**src/rtl/hpdl1414_scan_ctrl_if.sv**
```systemverilog
// Display-memory read port and HPDL1414 bus seen by the scan controller.
// master = controller side, slave = memory/display side.
interface hpdl1414_scan_ctrl_if;
  logic       i_enable;
  logic       o_read_enable;
  logic [3:0] o_read_address;
  logic [7:0] i_read_data;
  logic       o_caret_strobe;
  logic [6:0] o_hp_data;
  logic [1:0] o_hp_addr;
  logic [3:0] o_hp_wr_n;
  logic       o_busy;
  logic       o_frame_done;

  modport master (
    input  i_enable, i_read_data,
    output o_read_enable, o_read_address, o_caret_strobe,
           o_hp_data, o_hp_addr, o_hp_wr_n, o_busy, o_frame_done
  );

  modport slave (
    output i_enable, i_read_data,
    input  o_read_enable, o_read_address, o_caret_strobe,
           o_hp_data, o_hp_addr, o_hp_wr_n, o_busy, o_frame_done
  );
endinterface

```
**src/rtl/hpdl1414_scan_ctrl.sv**
```systemverilog
// Scans 16 display-memory bytes onto four HPDL1414 chips: 2+SETUP+STROBE+HOLD cycles per char,
// no backpressure (fixed timing). Caret blink counter only when HPDL_CARET_BLINK_EN is defined.
module hpdl1414_scan_ctrl #(
  parameter int SETUP_CYCLES  = 2,
  parameter int STROBE_CYCLES = 4,
  parameter int HOLD_CYCLES   = 2,
  parameter int BLINK_DIV     = 12_000_000
) (
  input  logic                 i_clk,
  input  logic                 i_reset,
  hpdl1414_scan_ctrl_if.master bus
);

  typedef enum logic [2:0] {
    S_IDLE,
    S_READ,
    S_LATCH,
    S_SETUP,
    S_STROBE,
    S_HOLD
  } state_t;

  localparam logic [15:0] SETUP_LAST  = 16'(SETUP_CYCLES - 1);
  localparam logic [15:0] STROBE_LAST = 16'(STROBE_CYCLES - 1);
  localparam logic [15:0] HOLD_LAST   = 16'(HOLD_CYCLES - 1);

  state_t      r_state, w_state_nxt;
  logic [15:0] r_cnt, w_cnt_nxt;
  logic [3:0]  r_index, w_index_nxt;
  logic        w_frame_done_nxt;
  logic [1:0]  r_chip;

  logic        r_read_enable;
  logic [3:0]  r_read_address;
  logic [6:0]  r_hp_data;
  logic [1:0]  r_hp_addr;
  logic [3:0]  r_hp_wr_n;
  logic        r_busy;
  logic        r_frame_done;

  // Fold the byte into the 64-glyph HPDL1414 set: lowercase -> uppercase, controls/high -> space.
  function automatic logic [6:0] map_char(input logic [7:0] b);
    logic [6:0] m;
    if (b >= 8'h20 && b <= 8'h5F)
      m = b[6:0];
    else if (b >= 8'h60 && b <= 8'h7F)
      m = b[6:0] - 7'h20;
    else
      m = 7'h20;
    return m;
  endfunction

  always_comb begin
    w_state_nxt      = r_state;
    w_cnt_nxt        = r_cnt;
    w_index_nxt      = r_index;
    w_frame_done_nxt = 1'b0;
    case (r_state)
      S_IDLE: begin
        if (bus.i_enable) begin
          w_state_nxt = S_READ;
          w_index_nxt = 4'd0;
        end
      end
      S_READ: w_state_nxt = S_LATCH;
      S_LATCH: begin
        w_state_nxt = S_SETUP;
        w_cnt_nxt   = 16'd0;
      end
      S_SETUP: begin
        if (r_cnt == SETUP_LAST) begin
          w_state_nxt = S_STROBE;
          w_cnt_nxt   = 16'd0;
        end else begin
          w_cnt_nxt = r_cnt + 16'd1;
        end
      end
      S_STROBE: begin
        if (r_cnt == STROBE_LAST) begin
          w_state_nxt = S_HOLD;
          w_cnt_nxt   = 16'd0;
        end else begin
          w_cnt_nxt = r_cnt + 16'd1;
        end
      end
      S_HOLD: begin
        if (r_cnt == HOLD_LAST) begin
          w_cnt_nxt = 16'd0;
          if (r_index != 4'd15) begin
            w_index_nxt = r_index + 4'd1;
            w_state_nxt = S_READ;
          end else begin
            // Enable is only sampled at frame boundaries so a frame always completes.
            w_frame_done_nxt = 1'b1;
            w_index_nxt      = 4'd0;
            w_state_nxt      = bus.i_enable ? S_READ : S_IDLE;
          end
        end else begin
          w_cnt_nxt = r_cnt + 16'd1;
        end
      end
      default: w_state_nxt = S_IDLE;
    endcase
  end

  always_ff @(posedge i_clk or posedge i_reset) begin
    if (i_reset) begin
      r_state <= S_IDLE;
      r_cnt   <= 16'd0;
      r_index <= 4'd0;
    end else begin
      r_state <= w_state_nxt;
      r_cnt   <= w_cnt_nxt;
      r_index <= w_index_nxt;
    end
  end

  // Outputs are registered from the next-state decode so the strobes are glitch-free.
  always_ff @(posedge i_clk or posedge i_reset) begin
    if (i_reset) begin
      r_read_enable  <= 1'b0;
      r_read_address <= 4'd0;
      r_hp_data      <= 7'd0;
      r_hp_addr      <= 2'd0;
      r_chip         <= 2'd0;
      r_hp_wr_n      <= 4'hF;
      r_busy         <= 1'b0;
      r_frame_done   <= 1'b0;
    end else begin
      r_read_enable <= (w_state_nxt == S_READ);
      if (w_state_nxt == S_READ)
        r_read_address <= w_index_nxt;
      if (r_state == S_LATCH) begin
        r_hp_data <= map_char(bus.i_read_data);
        r_hp_addr <= 2'd3 - r_index[1:0];
        r_chip    <= r_index[3:2];
      end
      r_hp_wr_n    <= (w_state_nxt == S_STROBE) ? ~(4'b0001 << r_chip) : 4'hF;
      r_busy       <= (w_state_nxt != S_IDLE);
      r_frame_done <= w_frame_done_nxt;
    end
  end

  assign bus.o_read_enable  = r_read_enable;
  assign bus.o_read_address = r_read_address;
  assign bus.o_hp_data      = r_hp_data;
  assign bus.o_hp_addr      = r_hp_addr;
  assign bus.o_hp_wr_n      = r_hp_wr_n;
  assign bus.o_busy         = r_busy;
  assign bus.o_frame_done   = r_frame_done;

`ifdef HPDL_CARET_BLINK_EN
  localparam int                BW         = $clog2(BLINK_DIV);
  localparam logic [BW-1:0]     BLINK_LAST = BW'(BLINK_DIV - 1);

  logic [BW-1:0] r_blink_cnt;
  logic          r_caret;

  always_ff @(posedge i_clk or posedge i_reset) begin
    if (i_reset) begin
      r_blink_cnt <= '0;
      r_caret     <= 1'b1;
    end else if (r_blink_cnt == BLINK_LAST) begin
      r_blink_cnt <= '0;
      r_caret     <= ~r_caret;
    end else begin
      r_blink_cnt <= r_blink_cnt + 1'b1;
    end
  end

  assign bus.o_caret_strobe = r_caret;
`else
  // No blink: caret phase is permanently "show"; the BLINK_DIV term folds to constant 1.
  assign bus.o_caret_strobe = 1'b1 | (BLINK_DIV < 2);
`endif

endmodule
```
**src/flat_wrapper.sv**
```systemverilog
// flat-port wrapper written by rule: the top's interface ports become plain ports
module hpdl1414_scan_ctrl_flat 
#(
  parameter int SETUP_CYCLES  = 2,
  parameter int STROBE_CYCLES = 4,
  parameter int HOLD_CYCLES   = 2,
  parameter int BLINK_DIV     = 12_000_000
)
  (i_clk, i_reset, bus_i_enable, bus_i_read_data, bus_o_read_enable, bus_o_read_address, bus_o_caret_strobe, bus_o_hp_data, bus_o_hp_addr, bus_o_hp_wr_n, bus_o_busy, bus_o_frame_done);
  hpdl1414_scan_ctrl_if bus_i ();
  input  logic i_clk;
  input  logic i_reset;
  input wire logic [$bits(bus_i.i_enable)-1:0] bus_i_enable;
  input wire logic [$bits(bus_i.i_read_data)-1:0] bus_i_read_data;
  output wire logic [$bits(bus_i.o_read_enable)-1:0] bus_o_read_enable;
  output wire logic [$bits(bus_i.o_read_address)-1:0] bus_o_read_address;
  output wire logic [$bits(bus_i.o_caret_strobe)-1:0] bus_o_caret_strobe;
  output wire logic [$bits(bus_i.o_hp_data)-1:0] bus_o_hp_data;
  output wire logic [$bits(bus_i.o_hp_addr)-1:0] bus_o_hp_addr;
  output wire logic [$bits(bus_i.o_hp_wr_n)-1:0] bus_o_hp_wr_n;
  output wire logic [$bits(bus_i.o_busy)-1:0] bus_o_busy;
  output wire logic [$bits(bus_i.o_frame_done)-1:0] bus_o_frame_done;
  assign bus_i.i_enable = bus_i_enable;
  assign bus_i.i_read_data = bus_i_read_data;
  assign bus_o_read_enable = bus_i.o_read_enable;
  assign bus_o_read_address = bus_i.o_read_address;
  assign bus_o_caret_strobe = bus_i.o_caret_strobe;
  assign bus_o_hp_data = bus_i.o_hp_data;
  assign bus_o_hp_addr = bus_i.o_hp_addr;
  assign bus_o_hp_wr_n = bus_i.o_hp_wr_n;
  assign bus_o_busy = bus_i.o_busy;
  assign bus_o_frame_done = bus_i.o_frame_done;
  hpdl1414_scan_ctrl #(.SETUP_CYCLES(SETUP_CYCLES), .STROBE_CYCLES(STROBE_CYCLES), .HOLD_CYCLES(HOLD_CYCLES), .BLINK_DIV(BLINK_DIV)) u_core (.i_clk(i_clk), .i_reset(i_reset), .bus(bus_i));
endmodule
```
**config.mk**
```make
export PLATFORM = sky130hd
export DESIGN_NAME = hpdl1414_scan_ctrl_flat
export DESIGN_NICKNAME = d
export VERILOG_FILES = /design/src/rtl/hpdl1414_scan_ctrl_if.sv /design/src/rtl/hpdl1414_scan_ctrl.sv /design/src/flat_wrapper.sv
export SDC_FILE = /design/constraint.sdc
export NUM_CORES = 1
export LEC_CHECK = 0
export ABC_AREA = 1
export BUFFER_PORTS_ARGS = -buffer_cell sky130_fd_sc_hd__buf_2
export CORE_ASPECT_RATIO = 1.75
export CORE_MARGIN = 2
export CORE_UTILIZATION = 45
export CTS_CLUSTER_DIAMETER = 40
export CTS_CLUSTER_SIZE = 14
export DETAILED_ROUTE_END_ITERATION = 8
export GPL_TIMING_DRIVEN = 0
export PLACE_DENSITY = 0.71
export SYNTH_ARGS = -nofsm -noshare
export SYNTH_HDL_FRONTEND = slang
export SYNTH_SLANG_ARGS = --single-unit
```
**constraint.sdc**
```tcl
create_clock -name i_clk -period 2.2 [get_ports i_clk]
set_input_delay 0.11 -clock i_clk [delete_from_list [all_inputs] [get_ports i_clk]]
set_output_delay 0.11 -clock i_clk [all_outputs]
set_load 0.1 [all_outputs]
```
; ---- After elaboration in Yosys (flattened, before gate mapping)
; Index checks and enable logic that the tools add are counted.
[word_totals]
register_bits = 45
latchBits = 0
ramBits = 0
rom_bits = 0
output_inout_bits = 21
word_cells = 57
memories = 0
[classes]
add_sub_neg = 4
multipliers = 0
div = 0
n_lt_le_gt_ge = 4
n_eq_ne = 10
shift = 1
n_mux = 20
bitwise_logic = 1
n_reduce_logical = 6
[ops]
columns = operator, n
row1 = $pmux W16 S3, 1
row2 = $mux W16, 2
row3 = $pmux W3 S6, 1
row4 = $add A16 B1 Y16 const B, 1
row5 = $eq A16 B1 Y1 const B, 1
row6 = $eq A16 B2 Y1 const B, 1
row7 = $le A8 B7 Y1 const B, 2
row8 = $mux W4, 4
row9 = $mux W3, 5
row10 = $mux W7, 2
row11 = $eq A3 B3 Y1 const B, 3
row12 = $ge A8 B6 Y1 const B, 1
row13 = $ge A8 B7 Y1 const B, 1
row14 = $pmux W4 S2, 1
row15 = $sub A7 B6 Y7 const B, 1
row16 = $eq A3 B1 Y1 const B, 2
row17 = $eq A3 B2 Y1 const B, 2
row18 = $reduce_bool A3 Y1, 2
row19 = $add A4 B1 Y4 const B, 1
row20 = $mux W1, 4
row21 = $ne A4 B4 Y1 const B, 1
row22 = $not A4 Y4, 1
row23 = $shl A1 B2 Y4 const A, 1
row24 = $logic_not A3 Y1, 1
row25 = 3 further kinds, 4

; ---- Depth between registers and ports, before layout
[depth]
ltp_word = 6
depth_mapped = 12
depth_no_buf = 12

; ---- Least setup slack after synthesis
; No wires, ideal clock.
[synth_timing]
kind = register to register
from = reg u_core.r_cnt[1]
to = reg u_core.r_read_address[0] (netlist: u_core.bus.o_read_address[0])
setup_ps = 122
t_arrival_ps = 1430
slack_ps = 648
stages_incl_launch_ff = 12
path_buffers = 0
synth_period_minus_slack_ps = 1552
path_cell_list = dfrtp_1 > inv_1 > ha_1 > nand2_1 > nor2_4 > nand2_2 > nand2_4 > nand3_4 > nor2_8 > nand2_4 > nand2_1 > nand2_1
[synth_between]
elab_chain_cells = 4
[synth_lines]
columns = item, line
row1 = from (decl), hpdl1414_scan_ctrl.sv:28  ; logic [15:0] r_cnt, w_cnt_nxt;
row2 = from (signal assigned), hpdl1414_scan_ctrl.sv:113  ; r_cnt <= w_cnt_nxt;
row3 = $eq A16 B1 Y1 or $eq A16 B2 Y1 (tied branches), "hpdl1414_scan_ctrl.sv:71, hpdl1414_scan_ctrl.sv:87, hpdl1414_scan_ctrl.sv:79"
row4 = "$mux W3, on equally long branches", "hpdl1414_scan_ctrl.sv:87, hpdl1414_scan_ctrl.sv:79, hpdl1414_scan_ctrl.sv:71"
row5 = $pmux W3 S6 *, hpdl1414_scan_ctrl.sv:58  ; case (r_state)
row6 = named net u_core.w_state_nxt[2], hpdl1414_scan_ctrl.sv:27  ; state_t r_state, w_state_nxt;
row7 = $eq A3 B1 Y1 *, hpdl1414_scan_ctrl.sv:131  ; if (w_state_nxt == S_READ)
row8 = to (signal assigned), hpdl1414_scan_ctrl.sv:132  ; r_read_address <= w_index_nxt;
row9 = to (decl), hpdl1414_scan_ctrl.sv:34  ; logic [3:0] r_read_address;
; Mark *: on every way through the listed nets, which the timed path passes. The rest lies on a longest branch.
; A chain may end at the register's enable or synchronous reset.

; ---- Final worst setup path
[layout_timing]
from = reg u_core.r_cnt[1]
to = reg u_core.r_read_address[3] (netlist: u_core.bus.o_read_address[3])
; Same word-level chain as after synthesis.

==> run metrics <==
Finished Cell Area=approximately 0.0028 mm2; crit-path max cell delay=roughly 400 ps; Register-to-Register Path Depth=11; H-tree Lvls=2; HPWL after DPL=between 4 and 5 mm; Mapped Nets=320; Tcrit/Tclk final=80.4%; Gate power share=roughly half; first-iteration detailed-routing DRC count=between 50 and 60; Total Routed Length=about 5.5 mm; root buffer cell=clkbuf_8; syn_area_per_cell=8.08 um2; Worst Setup EP=u_core.bus.o_read_address[3]; final setup fails=0; Worst setup SP type=flop; die width=between 50 and 60 um; sw frac=between 50% and 60%; Slew Limit Headroom=62.2%; Crit Path Max Fanout=7; max-slew violation count=0; Gate Count Post-Synth=a little over 300; Least-Margin Pin Slew=563 ps; via count of the routed design=2119; Cell Area, Synth=about 0.0025 mm2; routed len/inst=~14 um; Ys Warns=0; max cap viols=0; layout cells sized above 1=about a fifth; global-route wire length before repair=9.47 mm; fin util=between 50% and 60%; pwr dens=around 1200 mW/mm2; first element of the critical path=u_core.r_cnt[1]; Vias/cell=approximately 5.3; clock group share of total power=between 10% and 20%; worst clock skew=between 5 and 6 ps; GR Util All Layers=roughly a fifth; I/O Buffers=30; fin nets=roughly 360; worst min path class=input pin to flop; reg2reg start=u_core.r_cnt[1]; GRT overflow=0; CTS Buffer Depth=2; Post-route DRC=0; Worst-Skew Late Latency=roughly 300 ps; Vert. Die Dim=102 um; CTS Buf Count=5; Seq cells post-synth=45; Rows=35; status=finished, final reports clean; setup TNS=0 ps; FMAX=0.566 GHz; Worst EP arrival=slightly below 2000 ps; CP bufs+invs=1; Seq/Total Area, Yosys=a little under half; crit-path cells=inv_1 -> ha_1 -> nand2_1 -> nor2_4 -> nand2_2 -> nor2_2 -> nand2_2 -> nand3_4 -> nand2_4 -> nand2_1 -> nand2_1; die area=roughly 0.006 mm2; core box area=approximately 0.0053 mm2; CTS tree=built; Initial Util=a little under half; VDD IR max=around 1.3 mV; Top Ports=32; clock sinks=45; final worst path period need=~1800 ps; commonest non-fill, non-tap cell in the layout=nand2_1; cell family with most CP delay=simple AND/OR/NAND/NOR gates; sequential share of power=~31%; Req. time, crit path=around 2400 ps; P&R area growth vs syn=14.8%; Worst path depth=11; final hold vios=0; Setup Crit Path Kind=flop to flop; placer congestion estimate=roughly 0.83; RR Endpoint=u_core.bus.o_read_address[3]; Filler cells=520; most frequent cells in the layout=81 x nand2_1, 41 x dfrtp_1, 32 x buf_2; element type at the critical path end=flop; Netlist cell types=35; total net switching power=around 1.8 mW; largest net degree at the start of global routing=between 40 and 50; Area after DPL=0.00270 mm2; setup repair after global routing missed its margin=no; flop2flop setup slack=430 ps; slowest stage cell, crit path=dfrtp_1; CP most frequent cell=nand2_1; drt first pass iters=5; antenna violations before repair=0; Cell Int Power=~1.7 mW; Leak Pwr=1.40 nW; vias in the first global route=approximately 2200; Antenna Cells=0; number of antenna-violating nets in the routed design=0; clock slew at reported path FFs=~90 ps
==> sequential cells by signal (all words and copies together), names as in the netlist <==
register,count
u_core.bus.o_read_address,4
u_core.bus.o_hp_wr_n,4
u_core.bus.o_frame_done,1
u_core.r_index,4
u_core.r_chip,2
u_core.bus.o_busy,1
u_core.r_cnt,16
u_core.bus.o_read_enable,1
u_core.bus.o_hp_addr,2
u_core.bus.o_hp_data,7
u_core.r_state,3
==> cell families after synthesis <==
kind of cell | count (synthesis) | synth area share, %
flip-flops | 45 | 45.9
XOR/XNOR | 8 | 2.84
adder cells (fa/ha/maj) | 4 | 2.03
AND/OR/NAND/NOR | 171 | 33.8
buffers and inverters | 41 | 6.80
other | 1 | 0.152
AO/OA/AOI/OAI | 35 | 8.53
==> worst min-delay path by stage <==
stage,start,to,slack (ps),cells after the start
2_1_floorplan,bus_i_read_data[0],u_core.bus.o_hp_data[0],260,2
3_3_place_gp,bus_i_read_data[0],u_core.bus.o_hp_data[0],370,3
4_1_cts,bus_i_read_data[0],u_core.bus.o_hp_data[0],60,3
3_5_place_dp,i_reset,u_core.bus.o_hp_data[1],-20,2
6_report,bus_i_read_data[0],u_core.bus.o_hp_data[0],70,3
5_1_grt,bus_i_read_data[3],u_core.bus.o_hp_data[3],80,3
==> power by group through the flow <==
stage               clock network, mW  logic (mW)  registers (mW)
floorplan                           0       0.815            1.65
global placement                    0        1.71            1.08
detailed placement                  0        1.73            1.09
CTS                             0.651        1.74            1.07
global route                    0.673        1.90            1.09
finish                          0.632        1.73            1.07
==> synthesized netlist by cell type <==
| library cell | number | share of area (%) |
|---|---|---|
| a21o_1 | 1 | 0.30 |
| a21oi_1 | 3 | 0.61 |
| buf_2 | 2 | 0.41 |
| buf_4 | 1 | 0.30 |
| buf_6 | 1 | 0.46 |
| clkbuf_1 | 2 | 0.30 |
| conb_1 | 1 | 0.15 |
| dfrtp_1 | 41 | 42 |
| dfstp_2 | 4 | 4.3 |
| ha_1 | 4 | 2.0 |
| inv_1 | 32 | 4.9 |
| inv_2 | 3 | 0.46 |
| nand2_1 | 81 | 12 |
| nand2_2 | 4 | 1.0 |
| nand2_4 | 2 | 0.91 |
| nand3_1 | 24 | 4.9 |
| nand3_2 | 2 | 0.81 |
| nand3_4 | 2 | 1.4 |
| nand3b_1 | 3 | 0.91 |
| nand4_1 | 10 | 2.5 |
| nor2_1 | 28 | 4.3 |
| nor2_2 | 5 | 1.3 |
| nor2_4 | 3 | 1.4 |
| nor2_8 | 1 | 0.81 |
| nor3_1 | 6 | 1.2 |
| o2111ai_1 | 1 | 0.36 |
| o211ai_1 | 5 | 1.5 |
| o21ai_0 | 19 | 3.9 |
| o21ai_1 | 1 | 0.20 |
| o21ai_2 | 1 | 0.36 |
| o21bai_1 | 1 | 0.30 |
| o221ai_1 | 1 | 0.36 |
| o2bb2ai_1 | 1 | 0.36 |
| o31ai_1 | 1 | 0.30 |
| xor2_1 | 8 | 2.8 |
==> worst register-to-register path, cell delays in order (launching register included) <==
cell and delay [ps]:
dfrtp_1 400, inv_1 100, ha_1 160, nand2_1 90, nor2_4 150, nand2_2 130
nor2_2 180, nand2_2 110, nand3_4 150, nand2_4 80, nand2_1 60, nand2_1 50
==> routing by layer <==
layer  track usage [%]  wire length [um]  part of all wire (%)  up-vias
li1                  -                 -                     -     1065
met1              21.8              2010                    36     1005
met2              37.2              3190                    58       35
met3              2.78               118                   2.1       14
met4              10.6               197                   3.6        0
met5                 0                 0                     0        -
==> stage by stage <==
step / std cells / total power [mW] / hold WS, ps / setup WS [ps]
floorplan: 305 / 2.47 / 257 / 648
global placement: 390 / 2.80 / 371 / 432
detailed placement: 391 / 2.83 / -23.8 / 427
CTS: 400 / 3.47 / 58.1 / 411
global route: 400 / 3.67 / 80.3 / 263
finish: 400 / 3.43 / 66.0 / 432
==> area by class of cell <==
class	instances	area (um2)	share of cell area [%]
Sequential cell	45	1130	40.0
Clock inverter	3	46.3	1.64
Tap cell	55	68.8	2.43
Buffer	6	36.3	1.28
Clock buffer	5	68.8	2.43
Timing Repair Buffer	32	180	6.37
Multi-Input combinational cell	219	1170	41.2
Inverter	35	131	4.64
==> what timing repair did <==
action                                 in CTS  in global routing
buffers inserted                            0                  0
endpoints found under the hold margin      41                  0
hold buffers                                1                  0
gates resized for setup                     0                  0
No activity file was read; power rests on OpenSTA's default activity.
